**src/rtl/rgs_bus_init_pkg.sv**
```systemverilog
// Shared encodings for the rgs bus initiator: command ops, FSM states and rgs register map.
package rgs_bus_init_pkg;

    typedef enum logic [1:0] {
        OP_WR   = 2'b00,
        OP_RD   = 2'b01,
        OP_POLL = 2'b10,
        OP_RSVD = 2'b11
    } op_e;

    typedef enum logic [2:0] {
        ST_IDLE,
        ST_WR,
        ST_RD,
        ST_WAIT,
        ST_GAP,
        ST_RESP
    } state_e;

    localparam logic [7:0] REG_RTC_CTRL = 8'h00;
    localparam logic [7:0] REG_TIME_B0  = 8'h40;
    localparam logic [7:0] REG_TIME_B1  = 8'h44;
    localparam logic [7:0] REG_TIME_B2  = 8'h48;
    localparam logic [7:0] REG_TIME_B3  = 8'h4C;
    localparam logic [7:0] REG_TSU_CTRL = 8'h50;
    localparam logic [7:0] REG_RXQ_STAT = 8'h54;
    localparam logic [7:0] REG_TXQ_STAT = 8'h58;

    function automatic logic poll_match(input logic [31:0] rdata,
                                        input logic [31:0] match,
                                        input logic [31:0] mask);
        return ((rdata & mask) == (match & mask));
    endfunction

endpackage

```
**src/rtl/rgs_bus_init_if.sv**
```systemverilog
// Command/response and register-bus signals of the rgs bus initiator.
interface rgs_bus_init_if;
    logic        cmd_valid;
    logic        cmd_ready;
    logic [1:0]  cmd_op;
    logic [7:0]  cmd_addr;
    logic [31:0] cmd_data;
    logic [31:0] cmd_mask;
    logic        rsp_valid;
    logic [31:0] rsp_data;
    logic        rsp_err;
    logic [15:0] rsp_cnt;
    logic        busy;
    logic        wr_out;
    logic        rd_out;
    logic [7:0]  addr_out;
    logic [31:0] wdata_out;
    logic [31:0] bus_rdata;

    modport slave (
        input  cmd_valid, cmd_op, cmd_addr, cmd_data, cmd_mask, bus_rdata,
        output cmd_ready, rsp_valid, rsp_data, rsp_err, rsp_cnt, busy,
               wr_out, rd_out, addr_out, wdata_out
    );

    modport master (
        output cmd_valid, cmd_op, cmd_addr, cmd_data, cmd_mask, bus_rdata,
        input  cmd_ready, rsp_valid, rsp_data, rsp_err, rsp_cnt, busy,
               wr_out, rd_out, addr_out, wdata_out
    );
endinterface

```
**src/rtl/rgs_bus_init.sv**
```systemverilog
// Single-command rgs bus initiator (write/read/poll). Write responds 2 cycles after accept,
// read 2+RD_LAT; one command in flight, cmd_ready low while busy, responses never stall.
module rgs_bus_init
    import rgs_bus_init_pkg::*;
#(
    parameter int RD_LAT   = 1,
    parameter int POLL_MAX = 1023,
    parameter int POLL_GAP = 4
) (
    input  logic clk,
    input  logic rst,
    rgs_bus_init_if.slave bif
);

    localparam logic [2:0]  LAT_LAST = 3'(RD_LAT - 1);
    localparam logic [15:0] GAP_LAST = 16'(POLL_GAP - 1);
    localparam logic [15:0] CNT_MAX  = 16'(POLL_MAX);

    state_e      state_q;
    logic [1:0]  op_q;
    logic [31:0] mask_q;
    logic [15:0] rd_cnt_q;
    logic [15:0] rd_cnt_d;
    logic [2:0]  lat_q;
    logic [15:0] gap_q;

    logic        cmd_ready_q;
    logic        busy_q;
    logic        wr_q;
    logic        rd_q;
    logic        rsp_valid_q;
    logic [7:0]  addr_q;
    logic [31:0] wdata_q;
    logic [31:0] rsp_data_q;
    logic        rsp_err_q;
    logic [15:0] rsp_cnt_q;

    assign rd_cnt_d = rd_cnt_q + 16'd1;

    always_ff @(posedge clk) begin
        if (!rst) begin
            state_q     <= ST_IDLE;
            op_q        <= 2'b00;
            mask_q      <= '0;
            rd_cnt_q    <= '0;
            lat_q       <= '0;
            gap_q       <= '0;
            cmd_ready_q <= 1'b0;
            busy_q      <= 1'b0;
            wr_q        <= 1'b0;
            rd_q        <= 1'b0;
            rsp_valid_q <= 1'b0;
            addr_q      <= '0;
            wdata_q     <= '0;
            rsp_data_q  <= '0;
            rsp_err_q   <= 1'b0;
            rsp_cnt_q   <= '0;
        end else begin
            wr_q        <= 1'b0;
            rd_q        <= 1'b0;
            rsp_valid_q <= 1'b0;
            case (state_q)
                ST_IDLE: begin
                    if (bif.cmd_valid && cmd_ready_q) begin
                        op_q        <= bif.cmd_op;
                        addr_q      <= bif.cmd_addr;
                        wdata_q     <= bif.cmd_data;
                        mask_q      <= bif.cmd_mask;
                        rd_cnt_q    <= '0;
                        cmd_ready_q <= 1'b0;
                        busy_q      <= 1'b1;
                        case (bif.cmd_op)
                            OP_WR: begin
                                state_q <= ST_WR;
                                wr_q    <= 1'b1;
                            end
                            OP_RD, OP_POLL: begin
                                state_q <= ST_RD;
                                rd_q    <= 1'b1;
                            end
                            default: begin
                                state_q     <= ST_RESP;
                                rsp_valid_q <= 1'b1;
                                rsp_err_q   <= 1'b1;
                                rsp_data_q  <= '0;
                                rsp_cnt_q   <= '0;
                            end
                        endcase
                    end else begin
                        cmd_ready_q <= 1'b1;
                        busy_q      <= 1'b0;
                    end
                end
                ST_WR: begin
                    state_q     <= ST_RESP;
                    rsp_valid_q <= 1'b1;
                    rsp_err_q   <= 1'b0;
                    rsp_data_q  <= '0;
                    rsp_cnt_q   <= '0;
                end
                ST_RD: begin
                    state_q <= ST_WAIT;
                    lat_q   <= '0;
                end
                ST_WAIT: begin
                    if (lat_q == LAT_LAST) begin
                        rd_cnt_q <= rd_cnt_d;
                        // A match on the final attempt wins over the timeout.
                        if (op_q != OP_POLL || poll_match(bif.bus_rdata, wdata_q, mask_q)) begin
                            state_q     <= ST_RESP;
                            rsp_valid_q <= 1'b1;
                            rsp_err_q   <= 1'b0;
                            rsp_data_q  <= bif.bus_rdata;
                            rsp_cnt_q   <= rd_cnt_d;
                        end else if (rd_cnt_d == CNT_MAX) begin
                            state_q     <= ST_RESP;
                            rsp_valid_q <= 1'b1;
                            rsp_err_q   <= 1'b1;
                            rsp_data_q  <= bif.bus_rdata;
                            rsp_cnt_q   <= rd_cnt_d;
                        end else if (POLL_GAP == 0) begin
                            state_q <= ST_RD;
                            rd_q    <= 1'b1;
                        end else begin
                            state_q <= ST_GAP;
                            gap_q   <= '0;
                        end
                    end else begin
                        lat_q <= lat_q + 3'd1;
                    end
                end
                ST_GAP: begin
                    if (gap_q == GAP_LAST) begin
                        state_q <= ST_RD;
                        rd_q    <= 1'b1;
                    end else begin
                        gap_q <= gap_q + 16'd1;
                    end
                end
                ST_RESP: begin
                    state_q     <= ST_IDLE;
                    cmd_ready_q <= 1'b1;
                    busy_q      <= 1'b0;
                end
                default: state_q <= ST_IDLE;
            endcase
        end
    end

    assign bif.cmd_ready = cmd_ready_q;
    assign bif.busy      = busy_q;
    assign bif.wr_out    = wr_q;
    assign bif.rd_out    = rd_q;
    assign bif.rsp_valid = rsp_valid_q;
    assign bif.addr_out  = addr_q;
    assign bif.wdata_out = wdata_q;
    assign bif.rsp_data  = rsp_data_q;
    assign bif.rsp_err   = rsp_err_q;
    assign bif.rsp_cnt   = rsp_cnt_q;

endmodule
```
**src/flat_wrapper.sv**
```systemverilog
// flat-port wrapper written by rule: the top's interface ports become plain ports
module rgs_bus_init_flat import rgs_bus_init_pkg::*;
#(
    parameter int RD_LAT   = 1,
    parameter int POLL_MAX = 1023,
    parameter int POLL_GAP = 4
)
  (clk, rst, bif_cmd_valid, bif_cmd_op, bif_cmd_addr, bif_cmd_data, bif_cmd_mask, bif_bus_rdata, bif_cmd_ready, bif_rsp_valid, bif_rsp_data, bif_rsp_err, bif_rsp_cnt, bif_busy, bif_wr_out, bif_rd_out, bif_addr_out, bif_wdata_out);
  rgs_bus_init_if bif_i ();
  input  logic clk;
  input  logic rst;
  input wire logic [$bits(bif_i.cmd_valid)-1:0] bif_cmd_valid;
  input wire logic [$bits(bif_i.cmd_op)-1:0] bif_cmd_op;
  input wire logic [$bits(bif_i.cmd_addr)-1:0] bif_cmd_addr;
  input wire logic [$bits(bif_i.cmd_data)-1:0] bif_cmd_data;
  input wire logic [$bits(bif_i.cmd_mask)-1:0] bif_cmd_mask;
  input wire logic [$bits(bif_i.bus_rdata)-1:0] bif_bus_rdata;
  output wire logic [$bits(bif_i.cmd_ready)-1:0] bif_cmd_ready;
  output wire logic [$bits(bif_i.rsp_valid)-1:0] bif_rsp_valid;
  output wire logic [$bits(bif_i.rsp_data)-1:0] bif_rsp_data;
  output wire logic [$bits(bif_i.rsp_err)-1:0] bif_rsp_err;
  output wire logic [$bits(bif_i.rsp_cnt)-1:0] bif_rsp_cnt;
  output wire logic [$bits(bif_i.busy)-1:0] bif_busy;
  output wire logic [$bits(bif_i.wr_out)-1:0] bif_wr_out;
  output wire logic [$bits(bif_i.rd_out)-1:0] bif_rd_out;
  output wire logic [$bits(bif_i.addr_out)-1:0] bif_addr_out;
  output wire logic [$bits(bif_i.wdata_out)-1:0] bif_wdata_out;
  assign bif_i.cmd_valid = bif_cmd_valid;
  assign bif_i.cmd_op = bif_cmd_op;
  assign bif_i.cmd_addr = bif_cmd_addr;
  assign bif_i.cmd_data = bif_cmd_data;
  assign bif_i.cmd_mask = bif_cmd_mask;
  assign bif_i.bus_rdata = bif_bus_rdata;
  assign bif_cmd_ready = bif_i.cmd_ready;
  assign bif_rsp_valid = bif_i.rsp_valid;
  assign bif_rsp_data = bif_i.rsp_data;
  assign bif_rsp_err = bif_i.rsp_err;
  assign bif_rsp_cnt = bif_i.rsp_cnt;
  assign bif_busy = bif_i.busy;
  assign bif_wr_out = bif_i.wr_out;
  assign bif_rd_out = bif_i.rd_out;
  assign bif_addr_out = bif_i.addr_out;
  assign bif_wdata_out = bif_i.wdata_out;
  rgs_bus_init #(.RD_LAT(RD_LAT), .POLL_MAX(POLL_MAX), .POLL_GAP(POLL_GAP)) u_core (.clk(clk), .rst(rst), .bif(bif_i));
endmodule
```
**config.mk**
```make
export PLATFORM = sky130hd
export DESIGN_NAME = rgs_bus_init_flat
export DESIGN_NICKNAME = d
export VERILOG_FILES = /design/src/rtl/rgs_bus_init_pkg.sv /design/src/rtl/rgs_bus_init_if.sv /design/src/rtl/rgs_bus_init.sv /design/src/flat_wrapper.sv
export SDC_FILE = /design/constraint.sdc
export NUM_CORES = 1
export LEC_CHECK = 0
export CORE_MARGIN = 4
export CORE_UTILIZATION = 51
export CTS_BUF_LIST = sky130_fd_sc_hd__clkbuf_8
export CTS_CLUSTER_SIZE = 28
export DETAILED_ROUTE_END_ITERATION = 6
export MAX_ROUTING_LAYER = met4
export PLACE_DENSITY = 0.83
export SETUP_SLACK_MARGIN = 0.5
export SYNTH_ARGS = -nofsm -noshare
export SYNTH_HDL_FRONTEND = slang
export SYNTH_SLANG_ARGS = --single-unit
```
**constraint.sdc**
```tcl
create_clock -name clk -period 3 [get_ports clk]
set_input_delay 0.6 -clock clk [delete_from_list [all_inputs] [get_ports clk]]
set_output_delay 0.6 -clock clk [all_outputs]
set_load 0.02 [all_outputs]
```
==> metrics.cfg <==
[min_path]
min-delay-path-class=register to register
hold_depth=2

[yosys]
syn_nets=1086
yosys_warnings=0
synth_area_sq_um=7880
async_reset_ff_share_pct=0
ys.flop_type=dfxtp_1
ys_seq_elements=166
synth_cells=970
ys_types=65
synth.avg_cell_area_sq_um=8.13
synth-edff-count=0
seq_area_frac_synth_pct=42.2

[power_and_ir_drop]
p_sw_mw=1.54
leakagePower_nw=4.17
p_int_mw=3.68
swShare_pct=29.6
power_density_nw_per_um2=480
pwr-share-clk_pct=33.4
p_comb_share_pct=20.8
ir_drop_mv=0.424
pwr-share-seq_pct=45.8

[timing]
fin_crit_ps=2440
final-max-slew-violation-count=0
finalCritPeriodShare_pct=81.2
fmax_mhz=411
whs_ps=458
slew_headroom_pct=44.7
setup_violations=0
hold_viol_final=0
rsz0062_at_grt=yes
worst_slew_pin_slew_ps=829
final.setup_skew_ps=18.3

[worst_setup_path]
start_kind=register
arrival_ps=2820
cp.required_ps=3380
ff2ff_path_depth=9
endpoint_kind=register
crit_type=register to register
crit_path_max_fanout=11

[place]
io_buffers=202
place_area_sq_um=10200
gp_congestion=0.869
detailed_place_hpwl_mm=16.0

[global_routing]
grt_pass1_wl_mm=37.4
grt_pass1_vias=7384
grt_max_degree=73
antenna_found_initial=1
overflow=0
grt_usage_pct=26.7

[drt]
firstDrtPassIters=5
vias_per_cell=5.47
ant_nets=0
remaining_drc_errors=0
dr_total_vias=7477
drtIter0Drc=438
routedWlPerCell_um=16.8
wirelength_mm=23.0

[cells_and_area]
syn_to_final_growth_pct=38.2
layout-drive-gt1-share_pct=12.8
fin_area_sq_um=10900
nets=1281
final_common_cell=nand2_1
layout_common_cells=nand2_1, clkdlybuf4s50_1, dfxtp_1

[clocking]
ctsRootBufferMaster=clkbuf_8
insertion_delay_ps=460
numCtsBuffers=17
tritoncts=done
cts.sinks=166
clk_path_buf_depth=2
holdBufCountCts=0
clk_pin_slew_ps=80
htree_num_levels=4

[floorplan]
die_area_sq_um=17500
die_h_um=132
io_pins=203
start_util_pct=52.1
core_sq_um=15100
num_rows=45
die_w_um=132

[run_status]
status=finished clean

[job]
max_cap_violations=0

through the flow:
step | util (%) | total power [mW] | setup WS (ps) | instances | TNS, ps
finish | 71.9 | 5.23 | 565 | 1367 | 0
floorplan | - | 3.02 | 506 | 970 | 0
CTS | 71.4 | 5.25 | 499 | 1364 | 0
global route | 71.9 | 5.44 | 449 | 1367 | 0
global placement | 67.1 | 3.48 | -330 | 1323 | -15770
detailed placement | 67.1 | 3.49 | -343 | 1323 | -16300
registers in the layout, indices dropped and copies added (netlist names), 3 cells and up:
name,count
u_core.bif.rsp_data,32
u_core.bif.wdata_out,32
u_core.mask_q,32
u_core.bif.rsp_cnt,16
u_core.gap_q,16
u_core.rd_cnt_q,16
u_core.bif.addr_out,8
u_core.lat_q,3
u_core.state_q,3
cells by family after synthesis:
group                      share of synthesized area [%]
DFF                                                 42.2
adders and majority gates                           1.11
xor gates and xnor gates                            5.67
AOI/OAI and AO/OA                                   19.9
muxes                                               2.79
buffers and inverters                               6.41
and+or+nand+nor                                     22.0
area by class of cell:
cell class / count / area [sq um]
multi-input cells: 694 / 4240
clock buffers: 19 / 262
flip-flops and latches: 166 / 3340
well taps: 188 / 235
clock inverters: 13 / 170
inverters: 43 / 163
diodes: 1 / 2.50
fillers: 1175 / 4250
repair buffers: 243 / 2480
what timing repair did:
item	CTS	global route
gates resized for setup	56	18
cloned	2	0
endpoints found under the setup margin	66	65
pin swaps	30	11
buffers inserted	7	2
power groups by stage:
stage	registers (mW)	logic, mW	clock network [mW]
2_1_floorplan	2.49	0.526	0
3_3_place_gp	2.43	1.05	0
3_5_place_dp	2.44	1.06	0
4_1_cts	2.39	1.09	1.77
5_1_grt	2.41	1.18	1.86
6_report	2.39	1.09	1.75
cells in the mapped netlist, types with 2 or more instances:
| library cell | count | area (sq um) |
|---|---|---|
| a211o_1 | 2 | 17.5 |
| a211oi_1 | 5 | 37.5 |
| a21o_1 | 4 | 30.0 |
| a21oi_1 | 117 | 586 |
| a22oi_1 | 17 | 128 |
| a31oi_1 | 6 | 37.5 |
| and2_1 | 4 | 25.0 |
| and3_1 | 5 | 31.3 |
| buf_1 | 3 | 11.3 |
| buf_12 | 3 | 60.1 |
| buf_2 | 5 | 25.0 |
| buf_4 | 4 | 30.0 |
| buf_6 | 3 | 33.8 |
| clkbuf_1 | 49 | 184 |
| dfxtp_1 | 166 | 3320 |
| ha_1 | 7 | 87.6 |
| inv_1 | 42 | 158 |
| mux2i_1 | 22 | 220 |
| nand2_1 | 234 | 878 |
| nand2b_1 | 6 | 37.5 |
| nand3_1 | 21 | 105 |
| nand3_2 | 2 | 20.0 |
| nand3b_1 | 5 | 37.5 |
| nand4_1 | 10 | 62.6 |
| nor2_1 | 46 | 173 |
| nor2b_1 | 3 | 18.8 |
| nor3_1 | 19 | 95.1 |
| nor4_1 | 7 | 43.8 |
| nor4_4 | 2 | 42.5 |
| o21a_1 | 2 | 15.0 |
| o21ai_0 | 24 | 120 |
| o21bai_1 | 2 | 15.0 |
| o22ai_1 | 2 | 12.5 |
| o22ai_2 | 30 | 375 |
| o311ai_0 | 2 | 17.5 |
| o31ai_1 | 3 | 22.5 |
| or2_2 | 2 | 12.5 |
| or3_1 | 8 | 50.1 |
| xnor2_1 | 13 | 114 |
| xor2_1 | 38 | 333 |
final timing paths:
kind / from / to / slack (ps)
min reg2reg: u_core.bif.addr_out[1] / u_core.bif.addr_out[1] / 460
max: u_core.rd_cnt_q[4] / u_core.bif.rsp_cnt[15] / 560
min: u_core.bif.addr_out[1] / u_core.bif.addr_out[1] / 460
max reg2reg: u_core.rd_cnt_q[4] / u_core.bif.rsp_cnt[15] / 560
metal layers:
| metal | track usage (%) | wire, um | vias up |
|---|---|---|---|
| li1 | - | - | 3691 |
| met1 | 32.9 | 10200 | 3531 |
| met2 | 43.9 | 11200 | 213 |
| met3 | 5.46 | 1180 | 42 |
| met4 | 8.78 | 520 | 0 |
| met5 | - | 0 | - |
critical path, cell delays in order, from the launching register on:
cell	delay (ps)
dfxtp_2	440
nand4_4	170
or2_4	320
nor4_4	310
xnor2_2	180
o2111a_4	340
o211ai_4	130
buf_12	200
buf_12	140
o22ai_1	130
Power figures use the tool's default switching activity.
